[src/rtl/page_loop_pkg.sv]
// Shared types and elaboration helpers for the page_loop leaf loopback.
package page_loop_pkg;

  localparam int PKT_W_DEF = 49;

  typedef enum logic {
    ST_IDLE = 1'b0,
    ST_RUN  = 1'b1
  } chan_state_t;

  function automatic int valid_bit(input int pkt_w);
    return pkt_w - 1;
  endfunction

  function automatic int clog2(input int value);
    int r;
    int v;
    r = 0;
    v = value - 1;
    while (v > 0) begin
      r = r + 1;
      v = v >> 1;
    end
    return r;
  endfunction

endpackage

[src/rtl/page_loop_nch_if.sv]
// Per-channel bundle between the leaf-side bus slicer and one loopback channel.
interface page_loop_nch_if
  import page_loop_pkg::*;
#(
  parameter int PKT_W = PKT_W_DEF,
  parameter int CNT_W = 8
);

  logic [PKT_W-1:0] din;
  logic [PKT_W-1:0] dout;
  logic             resend;
  logic             ap_start;
  logic             overflow;
  logic [CNT_W-1:0] drop_cnt;
  logic             fifo_empty;

  modport master (
    output din, resend, ap_start,
    input  dout, overflow, drop_cnt, fifo_empty
  );

  modport slave (
    input  din, resend, ap_start,
    output dout, overflow, drop_cnt, fifo_empty
  );

endinterface

[src/rtl/page_loop_chan.sv]
// One loopback channel: capture FIFO, run/idle FSM, replay register, drop accounting.
//   state   | meaning
//   ST_IDLE | capture only, no replay
//   ST_RUN  | capture, and replay one word per cycle while resend is high
module page_loop_chan
  import page_loop_pkg::*;
#(
  parameter int PKT_W = PKT_W_DEF,
  parameter int DEPTH = 8,
  parameter int CNT_W = 8
) (
  input  logic            clk,
  input  logic            reset,
  page_loop_nch_if.slave  bus
);

  localparam int AW = clog2(DEPTH);
  localparam int VB = valid_bit(PKT_W);

  chan_state_t      r_state;
  chan_state_t      w_state_nxt;
  logic [PKT_W-1:0] r_mem [DEPTH];
  logic [AW:0]      r_wptr;
  logic [AW:0]      r_rptr;
  logic [PKT_W-1:0] r_dout;
  logic             r_ovf;
  logic [CNT_W-1:0] r_cnt;

  logic w_empty;
  logic w_full;
  logic w_push;
  logic w_pop;
  logic w_wr;
  logic w_drop;

  assign w_empty = (r_wptr == r_rptr);
  assign w_full  = (r_wptr[AW] != r_rptr[AW]) && (r_wptr[AW-1:0] == r_rptr[AW-1:0]);
  assign w_push  = bus.din[VB];
  assign w_pop   = (r_state == ST_RUN) && bus.resend && !w_empty;
  // A pop frees the head slot at the same edge, so a full FIFO still accepts.
  assign w_wr    = w_push && (!w_full || w_pop);
  assign w_drop  = w_push && w_full && !w_pop;

  always_comb begin
    w_state_nxt = r_state;
    case (r_state)
      ST_IDLE: if (bus.ap_start)  w_state_nxt = ST_RUN;
      ST_RUN:  if (!bus.ap_start) w_state_nxt = ST_IDLE;
      default: w_state_nxt = ST_IDLE;
    endcase
  end

  always_ff @(posedge clk) begin
    if (!reset) begin
      r_state <= ST_IDLE;
      r_wptr  <= '0;
      r_rptr  <= '0;
      r_dout  <= '0;
      r_ovf   <= 1'b0;
      r_cnt   <= '0;
    end else begin
      r_state <= w_state_nxt;
      if (w_wr)  r_wptr <= r_wptr + (AW+1)'(1);
      if (w_pop) r_rptr <= r_rptr + (AW+1)'(1);
      r_dout <= w_pop ? r_mem[r_rptr[AW-1:0]] : '0;
      if (w_drop) begin
        r_ovf <= 1'b1;
        if (r_cnt != {CNT_W{1'b1}}) r_cnt <= r_cnt + CNT_W'(1);
      end
    end
  end

  always_ff @(posedge clk) begin
    if (w_wr) r_mem[r_wptr[AW-1:0]] <= bus.din;
  end

  assign bus.dout       = r_dout;
  assign bus.overflow   = r_ovf;
  assign bus.drop_cnt   = r_cnt;
  assign bus.fifo_empty = w_empty;

endmodule

[src/rtl/page_loop_nch.sv]
// N-channel leaf loopback page: slices the flat BFT buses onto independent channels.
module page_loop_nch
  import page_loop_pkg::*;
#(
  parameter int NCH   = 4,
  parameter int PKT_W = PKT_W_DEF,
  parameter int DEPTH = 8,
  parameter int CNT_W = 8
) (
  input  logic                 clk,
  input  logic                 reset,
  input  logic [NCH*PKT_W-1:0] din_leaf_bft2interface,
  output logic [NCH*PKT_W-1:0] dout_leaf_interface2bft,
  input  logic [NCH-1:0]       resend,
  input  logic [NCH-1:0]       ap_start,
  output logic [NCH-1:0]       overflow,
  output logic [NCH*CNT_W-1:0] drop_cnt,
  output logic [NCH-1:0]       fifo_empty
);

  for (genvar g = 0; g < NCH; g++) begin : g_chan
    page_loop_nch_if #(.PKT_W(PKT_W), .CNT_W(CNT_W)) u_if ();

    assign u_if.din      = din_leaf_bft2interface[g*PKT_W +: PKT_W];
    assign u_if.resend   = resend[g];
    assign u_if.ap_start = ap_start[g];

    page_loop_chan #(.PKT_W(PKT_W), .DEPTH(DEPTH), .CNT_W(CNT_W)) u_chan (
      .clk   (clk),
      .reset (reset),
      .bus   (u_if.slave)
    );

    assign dout_leaf_interface2bft[g*PKT_W +: PKT_W] = u_if.dout;
    assign overflow[g]                   = u_if.overflow;
    assign drop_cnt[g*CNT_W +: CNT_W]    = u_if.drop_cnt;
    assign fifo_empty[g]                 = u_if.fifo_empty;
  end

endmodule
[config.mk]
export PLATFORM = sky130hd
export DESIGN_NAME = page_loop_nch
export DESIGN_NICKNAME = d
export VERILOG_FILES = /design/src/rtl/page_loop_pkg.sv /design/src/rtl/page_loop_nch_if.sv /design/src/rtl/page_loop_chan.sv /design/src/rtl/page_loop_nch.sv
export SDC_FILE = /design/constraint.sdc
export NUM_CORES = 2
export LEC_CHECK = 0
export BUFFER_PORTS_ARGS = -buffer_cell sky130_fd_sc_hd__buf_4
export CORE_ASPECT_RATIO = 1.5
export CORE_UTILIZATION = 40
export CTS_CLUSTER_DIAMETER = 60
export DETAILED_ROUTE_END_ITERATION = 6
export HOLD_SLACK_MARGIN = 0.1
export PLACE_DENSITY_LB_ADDON = 0.12
export SYNTH_ARGS = -nofsm -noshare
export SYNTH_HDL_FRONTEND = slang
export SYNTH_SLANG_ARGS = --single-unit
[constraint.sdc]
create_clock -name clk -period 17 [get_ports clk]
set_input_delay 1.7 -clock clk [delete_from_list [all_inputs] [get_ports clk]]
set_output_delay 1.7 -clock clk [all_outputs]
set_load 0.05 [all_outputs]
==> impl_metrics.env <==
export IMPL_status="finished, final reports clean"
export IMPL_period_minus_slack_ps=4510
export IMPL_synth_top_cell_area_share=0.699
export IMPL_io_pins=442
export IMPL_synthesis_area_mm2=0.0673
export IMPL_ys_types=49
export IMPL_worstPathArrival_ps=2810
export IMPL_dpl_hpwl_um=81300
export IMPL_cts_buffers=177
export IMPL_clock_skew_ps=32.8
export IMPL_ant_nets=0
export IMPL_slew_violations=0
export IMPL_timing_setup_tns_ps=0
export IMPL_min_period_over_period=0.265
export IMPL_fin_ws_ps=12490
export IMPL_syn_num_nets=3407
export IMPL_grt_pass1_wl_um=220000
export IMPL_cts_clk_slew_worst_paths_ps=60
export IMPL_cts_root_buf="clkbuf_16"
export IMPL_clock_path_buffers=3
export IMPL_ys_seq_area_frac=0.779
export IMPL_fp_dieArea_mm2=0.170
export IMPL_p_per_area_mw_per_mm2=118
export IMPL_cts_tree="done"
export IMPL_fin_cells=6076
export IMPL_ys_async_sr_fraction=0
export IMPL_required_ps=15300
export IMPL_wire_per_inst_um=24.5
export IMPL_cts_resized=0
export IMPL_syn_area_per_cell_um2=21.1
export IMPL_p_leak_nw=25.2
export IMPL_yosysWarningCount=0
export IMPL_place_congestion=0.731
export IMPL_io_buffers=441
export IMPL_fp_dieH_um=505
export IMPL_area_delta_synth_final_pct=17.5
export IMPL_rsz0062_at_grt="false"
export IMPL_crit_type="reg2out"
export IMPL_cts_sinks=1836
export IMPL_place_ws_ps=12940
export IMPL_grt_max_degree=62
export IMPL_fin_util=0.473
export IMPL_nets=3909
export IMPL_yosysMostFrequentCell="edfxtp_1"
export IMPL_drc=0
export IMPL_drt_total_wl_um=149000
export IMPL_firstDrtPassIters=5
export IMPL_clk_latency_ps=790
export IMPL_ir_drop_v=0.0000896
export IMPL_h_tree_depth=4
export IMPL_cp_max_fo=53
export IMPL_antenna_found_initial=28
export IMPL_critPathCaptureType="output port"
export IMPL_slew_headroom=0.299
export IMPL_finalHoldViolCount=0
export IMPL_cp_start_kind="flop"
export IMPL_reg2reg_setup_slack_ps=13450
export IMPL_drive_gt1_frac=0.319
export IMPL_place_inst=5744
export IMPL_max_freq_mhz=222
export IMPL_initial_utilization=0.402
export IMPL_timing_hold_ws_ps=490
export IMPL_coreArea_mm2=0.167
export IMPL_cts_hold_buf=0
export IMPL_fill_cells=14000
export IMPL_vias=31600
export IMPL_grt_pass1_vias=33300
export IMPL_drt_initial_drc_count=1959
export IMPL_syn_inst=3189
export IMPL_setup_viol=0
export IMPL_grtUsageTotal=0.176
export IMPL_min_path_type="reg2reg"
export IMPL_synth_edf_count=1568
export IMPL_yosys_most_used_dff="edfxtp_1"
export IMPL_vias_per_cell=5.20
export IMPL_synth_common_cells="edfxtp_1 (1568), mux4_2 (392), dfxtp_1 (268)"
export IMPL_gr_total_overflow=0
export IMPL_fp_dieW_um=337
export IMPL_yosys_area_top_type="edfxtp_1"
export IMPL_worstMarginPinSlew_ps=1050
export IMPL_synth_area_leaders="edfxtp_1 (70%), mux4_2 (13%), dfxtp_1 (8.0%)"
export IMPL_cap_violations=0
export IMPL_synth_seq_cells=1836
export IMPL_rows=184
export IMPL_post_cts_setup_buffer_count=0
==> worst max-delay path: stages, from the launching register on <==
cell     delay, ps
dfxtp_4        900
xnor2_2        200
nand3_1        410
nor2_1         220
buf_4          260
==> per-layer routing <==
layer,wire length [um],vias up,global-route usage
met5,344,-,0
met4,2680,54,0.0439
met3,10200,235,0.0498
met2,72500,723,0.288
met1,62900,16600,0.229
li1,-,13900,-
==> stage by stage <==
stage               total power [W]  area, um2
floorplan                   0.00536      67300
global placement            0.00552      73400
detailed placement          0.00552      73400
CTS                         0.00944      79100
global route                0.00962      79100
finish                      0.00931      79100
==> cell usage in the layout (no fill, tap or decap), types with 6 or more instances in the layout <==
cell / count
edfxtp_1: 1568
buf_4: 499
mux4_2: 392
dfxtp_1: 256
nor2_1: 218
mux2i_1: 218
clkbuf_16: 181
nand2_1: 58
clkbuf_1: 50
a21oi_1: 35
clkinv_2: 30
nand2b_1: 21
clkbuf_8: 21
nand4_1: 20
nand3_1: 19
clkinv_1: 15
nor3_2: 14
inv_1: 13
o31ai_1: 13
or4_1: 13
o21ai_0: 13
ha_1: 12
dfxtp_4: 12
xnor2_2: 11
bufinv_16: 10
xnor2_1: 9
or3_1: 8
inv_6: 7
nor2_4: 6
nor4_1: 6
a31oi_1: 6
==> logic make-up (layout without fill, tap and decap cells) <==
family	count (synthesis)	count (layout)	share of synthesized area
buffers and inverters	190	843	0.0128
adders and majority gates	12	12	0.00223
other	0	2	0
xor gates and xnor gates	24	24	0.00446
DFF	1836	1836	0.779
and+or+nand+nor	415	415	0.0279
muxes	610	610	0.164
AOI/OAI and AO/OA	102	102	0.0103
==> cell type report <==
cell class,count,area [um2],area share
clock inverter,78,777,0.00982
sequential,1836,52500,0.663
antenna,2,5.00,0.0000632
inverter,14,52.6,0.000664
tap,2232,2790,0.0353
timing repair buffer,499,3750,0.0473
clock buffer,252,5010,0.0633
multi-input combinational,1163,14300,0.180
==> power by group <==
part	internal [W]	leakage, nW	switching (W)
Clock	0.00222	2.83	0.00168
Combinational	0.000159	5.96	0.000232
Sequential	0.00499	16.4	0.0000359
==> final timing paths <==
path                                               startpoint                             to  depth (start not counted)
worst max-delay path               g_chan[0].u_chan.r_rptr[1]                  fifo_empty[0]                          4
worst min-delay path            g_chan[3].u_chan.bus.overflow  g_chan[3].u_chan.bus.overflow                          2
worst max register to register     g_chan[2].u_chan.r_rptr[0]  g_chan[2].u_chan.r_mem[4][35]                          5
worst min register to register  g_chan[3].u_chan.bus.overflow  g_chan[3].u_chan.bus.overflow                          2
==> registers in the layout, indices dropped and copies added, names as in the netlist <==
| register | cells |
|---|---|
| g_chan.u_chan.bus.dout | 196 |
| g_chan.u_chan.bus.drop_cnt | 32 |
| g_chan.u_chan.bus.overflow | 4 |
| g_chan.u_chan.r_mem | 1568 |
| g_chan.u_chan.r_rptr | 16 |
| g_chan.u_chan.r_state | 4 |
| g_chan.u_chan.r_wptr | 16 |
(Power assumes the default switching activity.)
